`config.mk`:
```
export PLATFORM = sky130hd
export DESIGN_NAME = upd_7800
export DESIGN_NICKNAME = d
export VERILOG_FILES = /design/src/rtl/upd_7800.sv
export SDC_FILE = /design/constraint.sdc
export NUM_CORES = 1
export LEC_CHECK = 0
export CAP_MARGIN = 10
export CORE_MARGIN = 8
export CORE_UTILIZATION = 40
export CTS_CLUSTER_SIZE = 16
export DETAILED_ROUTE_END_ITERATION = 12
export DONT_BUFFER_PORTS = 1
export PLACE_DENSITY = 0.64
export SLEW_MARGIN = 15
export SYNTH_ARGS = -nofsm -noshare
export SYNTH_HDL_FRONTEND = slang
export SYNTH_SLANG_ARGS = --single-unit
```
`constraint.sdc`:
```
create_clock -name CLK -period 2.1 [get_ports CLK]
set_clock_uncertainty 0.05 [all_clocks]
set_input_delay 0.42 -clock CLK [delete_from_list [all_inputs] [get_ports CLK]]
set_output_delay 0.42 -clock CLK [all_outputs]
set_load 0.01 [all_outputs]
```
`src/rtl/upd_7800.sv`:
```
// uPD7800 timer / interval-interrupt core: 12-bit down-counter with 3-bit prescaler,
// reload register TM, INTFT request flag and the SKIT INTFT test-and-clear.
module upd_7800 (
    input  logic        CLK,
    input  logic        RESETB,
    input  logic        CP1_POSEDGE,
    input  logic        CP1_NEGEDGE,
    input  logic        CP2_POSEDGE,
    input  logic        CP2_NEGEDGE,
    input  logic        TM_WE,
    input  logic [11:0] TM_D,
    input  logic        STM,
    input  logic        SKIT_INTFT,
    output logic        RESG,
    output logic [14:0] TC,
    output logic        TC_UF,
    output logic        INTFT,
    output logic        SKIP
);

    logic [1:0]  sync_q, sync_d;
    logic [11:0] tm_q, tm_d;
    logic [14:0] tc_q, tc_d;
    logic        tc_uf_q, tc_uf_d;
    logic        intft_q, intft_d;
    logic        skip_q, skip_d;
    logic        resg;
    logic        phase_ok;
    logic        tick;
    logic        intft_set;

    // The tick enable is only honoured when the phase enables are one-hot.
    assign phase_ok = CP2_NEGEDGE & ~CP1_POSEDGE & ~CP1_NEGEDGE & ~CP2_POSEDGE;
    assign resg     = ~sync_q[1];
    assign tick     = phase_ok & ~resg;

    always_comb begin
        sync_d    = {sync_q[0], 1'b1};
        tm_d      = TM_WE ? TM_D : tm_q;
        tc_d      = tc_q;
        tc_uf_d   = 1'b0;
        intft_set = tc_uf_q;

        if (resg) begin
            tc_d = 15'h7FFF;
        end else if (STM) begin
            // STM sees a coincident TM write, so it reloads from the new value.
            tc_d = {tm_d, 3'd7};
        end else if (tc_uf_q) begin
            tc_d = {tm_q, 3'd7};
        end else if (tick) begin
            if (tc_q != 15'd0) begin
                tc_d = tc_q - 15'd1;
            end else begin
                tc_uf_d = 1'b1;
            end
        end

        // An INTFT set in the same CLK as SKIT wins and is reported as a skip.
        intft_d = intft_set | (intft_q & ~SKIT_INTFT);
        skip_d  = SKIT_INTFT ? (intft_q | intft_set) : skip_q;
    end

    always_ff @(posedge CLK or negedge RESETB) begin
        if (!RESETB) begin
            sync_q  <= 2'b00;
            tm_q    <= 12'hFFF;
            tc_q    <= 15'h7FFF;
            tc_uf_q <= 1'b0;
            intft_q <= 1'b0;
            skip_q  <= 1'b0;
        end else begin
            sync_q  <= sync_d;
            tm_q    <= tm_d;
            tc_q    <= tc_d;
            tc_uf_q <= tc_uf_d;
            intft_q <= intft_d;
            skip_q  <= skip_d;
        end
    end

    assign RESG  = resg;
    assign TC    = tc_q;
    assign TC_UF = tc_uf_q;
    assign INTFT = intft_q;
    assign SKIP  = skip_q;

endmodule

```
---- Word-level counts from Yosys, hierarchy flattened ----
Cells that the tools add are included.
storage, ports and cells
  register bits ........................... 32
  input port bits ......................... 21
  output and inout bits ................... 19
  logic and storage cells ................. 34
operators by class
  add/sub/neg operators ................... 1
  eq/ne operators ......................... 2
  multiplexer cells ....................... 11
  bitwise logic cells ..................... 12
  reductions and logical operators ........ 2
operator list
  operator                                            number
  2-to-1 mux 15 bit                                   5
  nonzero test 15 bit                                 1
  subtractor 15 x 1 -> 15 bit, second input constant  1
  2-to-1 mux 12 bit                                   1
  != test 4 x 2 -> 1 bit, second input constant       2
  AND 1 bit                                           5
  2-to-1 mux 1 bit                                    5
  inverter 1 bit                                      5
  bitwise OR 1 bit                                    2
  AND reduction 2 bit                                 1

---- Logic depth before layout (Yosys ltp) ----
  word-level depth ........................ 9
  gate-level depth with buffers ........... 8
  mapped depth without buffers ............ 7

---- Worst setup path before layout ----
Ideal clock, no wire load.
  kind .................................... register to register
  from .................................... register tc_q[0], in the netlist TC[0]
  to ...................................... register tc_q[3], in the netlist TC[3]
  setup time .............................. 0.077 ns
  data arrival time ....................... 1.673 ns
  data required time ...................... 1.973 ns
  slack ................................... 0.300 ns
  cell stages (with the launch flop) ...... 9
  buffers on the path ..................... 1
  clock period less this slack ............ 1.800 ns
  cells stage by stage .................... dfstp_2 -> inv_1 -> ha_1 -> nor4b_4 -> and4_1 -> o21ai_2 -> buf_6 -> nor2_1 -> a31oi_1
on the way
  longest elaborated chain between the ends .. 6
  elaborated cells between the ends (all ways) .. 9
  those cells by class .................... 1 x add/sub; 1 x eq/ne; 5 x mux; 2 x reduce/logical
ends and longest elaborated chain
  element                      line  RTL
  from (decl)                  23    logic [14:0] tc_q, tc_d;
  from (signal assigned)       75    tc_q <= tc_d;
  subtractor 15 x 1 -> 15 bit  53    tc_d = tc_q - 15'd1;
  2-to-1 mux 15 bit            52    if (tc_q != 15'd0) begin
  2-to-1 mux 15 bit            51    end else if (tick) begin
  2-to-1 mux 15 bit            49    end else if (tc_uf_q) begin
  2-to-1 mux 15 bit            46    end else if (STM) begin
  2-to-1 mux 15 bit            44    if (resg) begin
Several ways; a longest one is shown, not always the timed one. The select of a mux whose other input is x is not followed.
A chain may end at the register's enable or synchronous reset.

---- Worst setup path after layout ----
  from .................................... register tc_q[0], in the netlist TC[0]
  to ...................................... register tc_q[10], in the netlist TC[10]
The elaborated chain is that of the path after synthesis.

==> metrics.cfg <==
[layout]
nets=224
layout-drive-gt1-share_pct=31.0
finalInstanceArea_um2=2080
flow.area_growth_from_synthesis_pct=11.1
combined_area_of_the_multi_input_logic_cells_um2=968
sequential_cell_area_um2=835
instances_no_fill=257
antennaDiodeCount=0
filler_cell_count=456

[worst_setup_path]
worstSetupStartpoint=TC[0]$_DFFE_PN1P_
critical_path.startpoint_type=register
cp-end-kind=register
reg2reg_from=TC[0]$_DFFE_PN1P_
worst-path-max-fanout=8
crit_path_max_incr_delay_ps=530
worst-setup-path-type=reg2reg
regToRegSetupSlack_ps=110
regToRegEndpoint=TC[10]$_DFFE_PN1P_
timing.critical_path.cells=inv_1 -> ha_1 -> nor4b_4 -> and4_1 -> o21ai_2 -> buf_4 -> nor2_1 -> a31oi_1
crit_required_ps=2260
worstSetupEndpoint=TC[10]$_DFFE_PN1P_
arrival_ps=2150
timing.critical_path.slowest_stage_cell=sky130_fd_sc_hd__dfstp_2
reg2regPathDepth=8

[synth]
post_synth.cell_area_avg_um2=9.76
yosysTopAreaCell=sky130_fd_sc_hd__dfstp_2
synth_warnings=0
synth_top_cell_area_share_pct=37.9
synth-seq-cells=32
synthArstFlopShare_pct=100
postSynth.topFlopCell=sky130_fd_sc_hd__dfstp_2
synthCells=192
synth_cell_type_count=54
register_area_share_after_synthesis_pct=44.6
post_synth_instance_area_um2=1870
synth-edff-count=0
synth.net_count=214
yosys-top-cells-area=sky130_fd_sc_hd__dfstp_2 38%, sky130_fd_sc_hd__dfrtp_1 6.7%, sky130_fd_sc_hd__mux2_2 5.4%, sky130_fd_sc_hd__nor2_1 3.6%, sky130_fd_sc_hd__a21oi_1 3.5%

[timing]
drv_slew=0
finalSetupViolCount=0
setup_tns_ps=0
final_hold_viol_count=0
fmax_ghz=0.502
fin_crit_sh_pct=94.8
post_layout_min_period_ps=1990
rsz_0062_raised_after_global_routing=no

[global_routing]
grt_antenna_before_repair=0
grt_pass1_vias=1437
aggregate_global_routing_overflow=0
grt_usage_pct=13.5
pin_count_of_the_biggest_net_entering_global_routing=33
wire_length_of_the_first_global_routing_pass_mm=7.56

[die]
initial_core_util_pct=40.5
dieWidth_um=84.4
num_io_pins=40
total_die_area_um2=7130
placement_rows=25
floorplan_die_height_um=84.4
design.core.area_um2=4630

[placed_design]
cell_count_after_placement=247
gp_routability_congestion=0.804
placement.cell_area_um2=1960
dpl.hpwl_mm=3.38
portBuffers=0

[cts]
clk_latency_ps=290
h_tree_levels=2
clkTransAtPathRegs_ps=70
clk_path_buf_depth=2
tritoncts_clock_tree=done
cts-buffers-inserted=5
cts-root-buf=sky130_fd_sc_hd__clkbuf_8
cts_setup_buffers=0
numClockSinks=32

[detailed_routing]
via_count=1468
routed_wirelength_normalized_by_instance_count_um=18.3
initialDrtViolationCount=122
detail_route.first_pass.iterations=4
wirelength_mm=4.69
drcViolationCount=0
viasPerCell=5.71
drtAntennaViolNets=0

[power]
power_consumption_w=0.00145
power.static_leakage_nw=0.800
ir_worst_vdd_v=0.000403
cellPowerDensity_nw_per_um2=696

[outcome]
status=completed

[min_path]
worstHoldPathType=in2reg

[flow_run]
max-cap-violations=0

==> area by class of cell <==
cell class	instances	area share, %
Multi-Input combinational cell	145	46.5
Sequential cell	32	40.1
Clock buffer	8	4.33
Inverter	8	1.44
Tap cell	54	3.25
Timing Repair Buffer	10	4.33
==> worst min path at each step <==
stage	startpoint	to	slack, ps	cells after the start
global placement	RESETB	SKIP$_DFFE_PN0P_	80	0
global route	SKIT_INTFT	SKIP$_DFFE_PN0P_	170	1
finish	SKIT_INTFT	SKIP$_DFFE_PN0P_	160	1
detailed placement	RESETB	SKIP$_DFFE_PN0P_	80	0
CTS	SKIT_INTFT	SKIP$_DFFE_PN0P_	150	1
floorplan	RESETB	INTFT$_DFF_PN0_	70	0
==> cells by family (layout without fill, tap and decap cells) <==
family | Yosys count | count (layout) | share of synthesized area, %
and+or+nand+nor | 71 | 71 | 22.1
AOI/OAI and AO/OA | 54 | 54 | 18.8
DFF | 32 | 32 | 44.6
buffers and inverters | 15 | 26 | 3.74
muxes | 12 | 12 | 7.08
xor gates and xnor gates | 6 | 6 | 2.81
adders and majority gates | 1 | 1 | 0.668
other | 1 | 1 | 0.200
==> where the power goes <==
group	switching, W	internal [W]	leakage (nW)
sequential	0.0000700	0.000705	0.348
combinational	0.0000925	0.0000830	0.406
clock	0.000230	0.000267	0.0455
total	0.000392	0.00106	0.800
==> placed cells by master, fill, tap and decap left out, types with 5 or more instances in the layout <==
cell / synthesis / layout
sky130_fd_sc_hd__inv_1: 7 / 7
sky130_fd_sc_hd__buf_4: 0 / 8
sky130_fd_sc_hd__a31oi_1: 6 / 6
sky130_fd_sc_hd__a21oi_1: 13 / 13
sky130_fd_sc_hd__dfrtp_1: 5 / 5
sky130_fd_sc_hd__clkbuf_8: 0 / 6
sky130_fd_sc_hd__dfstp_2: 27 / 27
sky130_fd_sc_hd__mux2_2: 9 / 9
sky130_fd_sc_hd__o21ai_1: 5 / 5
sky130_fd_sc_hd__nor3_1: 7 / 7
sky130_fd_sc_hd__nor2_1: 18 / 18
sky130_fd_sc_hd__o21ai_0: 12 / 12
sky130_fd_sc_hd__nand2_1: 17 / 17
==> sequential cells by signal, indices dropped and copies added, names as in the netlist <==
name    flops
SKIP        1
tm_q       12
sync_q      2
TC         15
TC_UF       1
INTFT       1
==> cells in the mapped netlist, types with 2 or more instances <==
cell type / instances
sky130_fd_sc_hd__dfstp_2: 27
sky130_fd_sc_hd__nor2_1: 18
sky130_fd_sc_hd__nand2_1: 17
sky130_fd_sc_hd__a21oi_1: 13
sky130_fd_sc_hd__o21ai_0: 12
sky130_fd_sc_hd__mux2_2: 9
sky130_fd_sc_hd__inv_1: 7
sky130_fd_sc_hd__nor3_1: 7
sky130_fd_sc_hd__a31oi_1: 6
sky130_fd_sc_hd__buf_2: 5
sky130_fd_sc_hd__dfrtp_1: 5
sky130_fd_sc_hd__o21ai_1: 5
sky130_fd_sc_hd__nand2b_1: 4
sky130_fd_sc_hd__nand3_1: 4
sky130_fd_sc_hd__xnor2_1: 4
sky130_fd_sc_hd__a221oi_1: 2
sky130_fd_sc_hd__and2_1: 2
sky130_fd_sc_hd__mux2i_1: 2
sky130_fd_sc_hd__nand4_1: 2
sky130_fd_sc_hd__nor2b_1: 2
sky130_fd_sc_hd__nor4b_4: 2
sky130_fd_sc_hd__o311ai_0: 2
sky130_fd_sc_hd__or2_2: 2
sky130_fd_sc_hd__or4b_4: 2
sky130_fd_sc_hd__xor2_1: 2
==> what timing repair did <==
| action | 4_1_cts | 5_1_grt |
|---|---|---|
| hold endpoints to repair | 32 | 0 |
| gates resized for setup | 0 | 0 |
| hold buffers | 2 | 0 |
==> metal layers <==
metal / global-route usage, % / up-vias / wire length (µm)
met2: 20.8 / 40 / 2120
met1: 16.0 / 705 / 2100
li1: - / 717 / -
met4: 5.34 / 0 / 57
met5: 0 / - / 0
met3: 5.76 / 6 / 422
==> critical path, delay by kind of cell (launching register included) <==
| kind | cells | cell delay, ps |
|---|---|---|
| adders and majority gates | 1 | 220 |
| DFF | 1 | 530 |
| and+or+nand+nor | 3 | 400 |
| AOI/OAI and AO/OA | 2 | 450 |
| buffers and inverters | 2 | 260 |
==> per-stage QoR <==
step / util (%) / setup slack (ps) / hold slack (ps)
after floorplan: - / 300 / 74.4
after global placement: 42.4 / 187 / 75.3
after detailed placement: 42.4 / 136 / 75.4
after CTS: 44.9 / 125 / 153
after global routing: 44.9 / 14.1 / 170
final: 44.9 / 108 / 162
(Power assumes the default switching activity.)
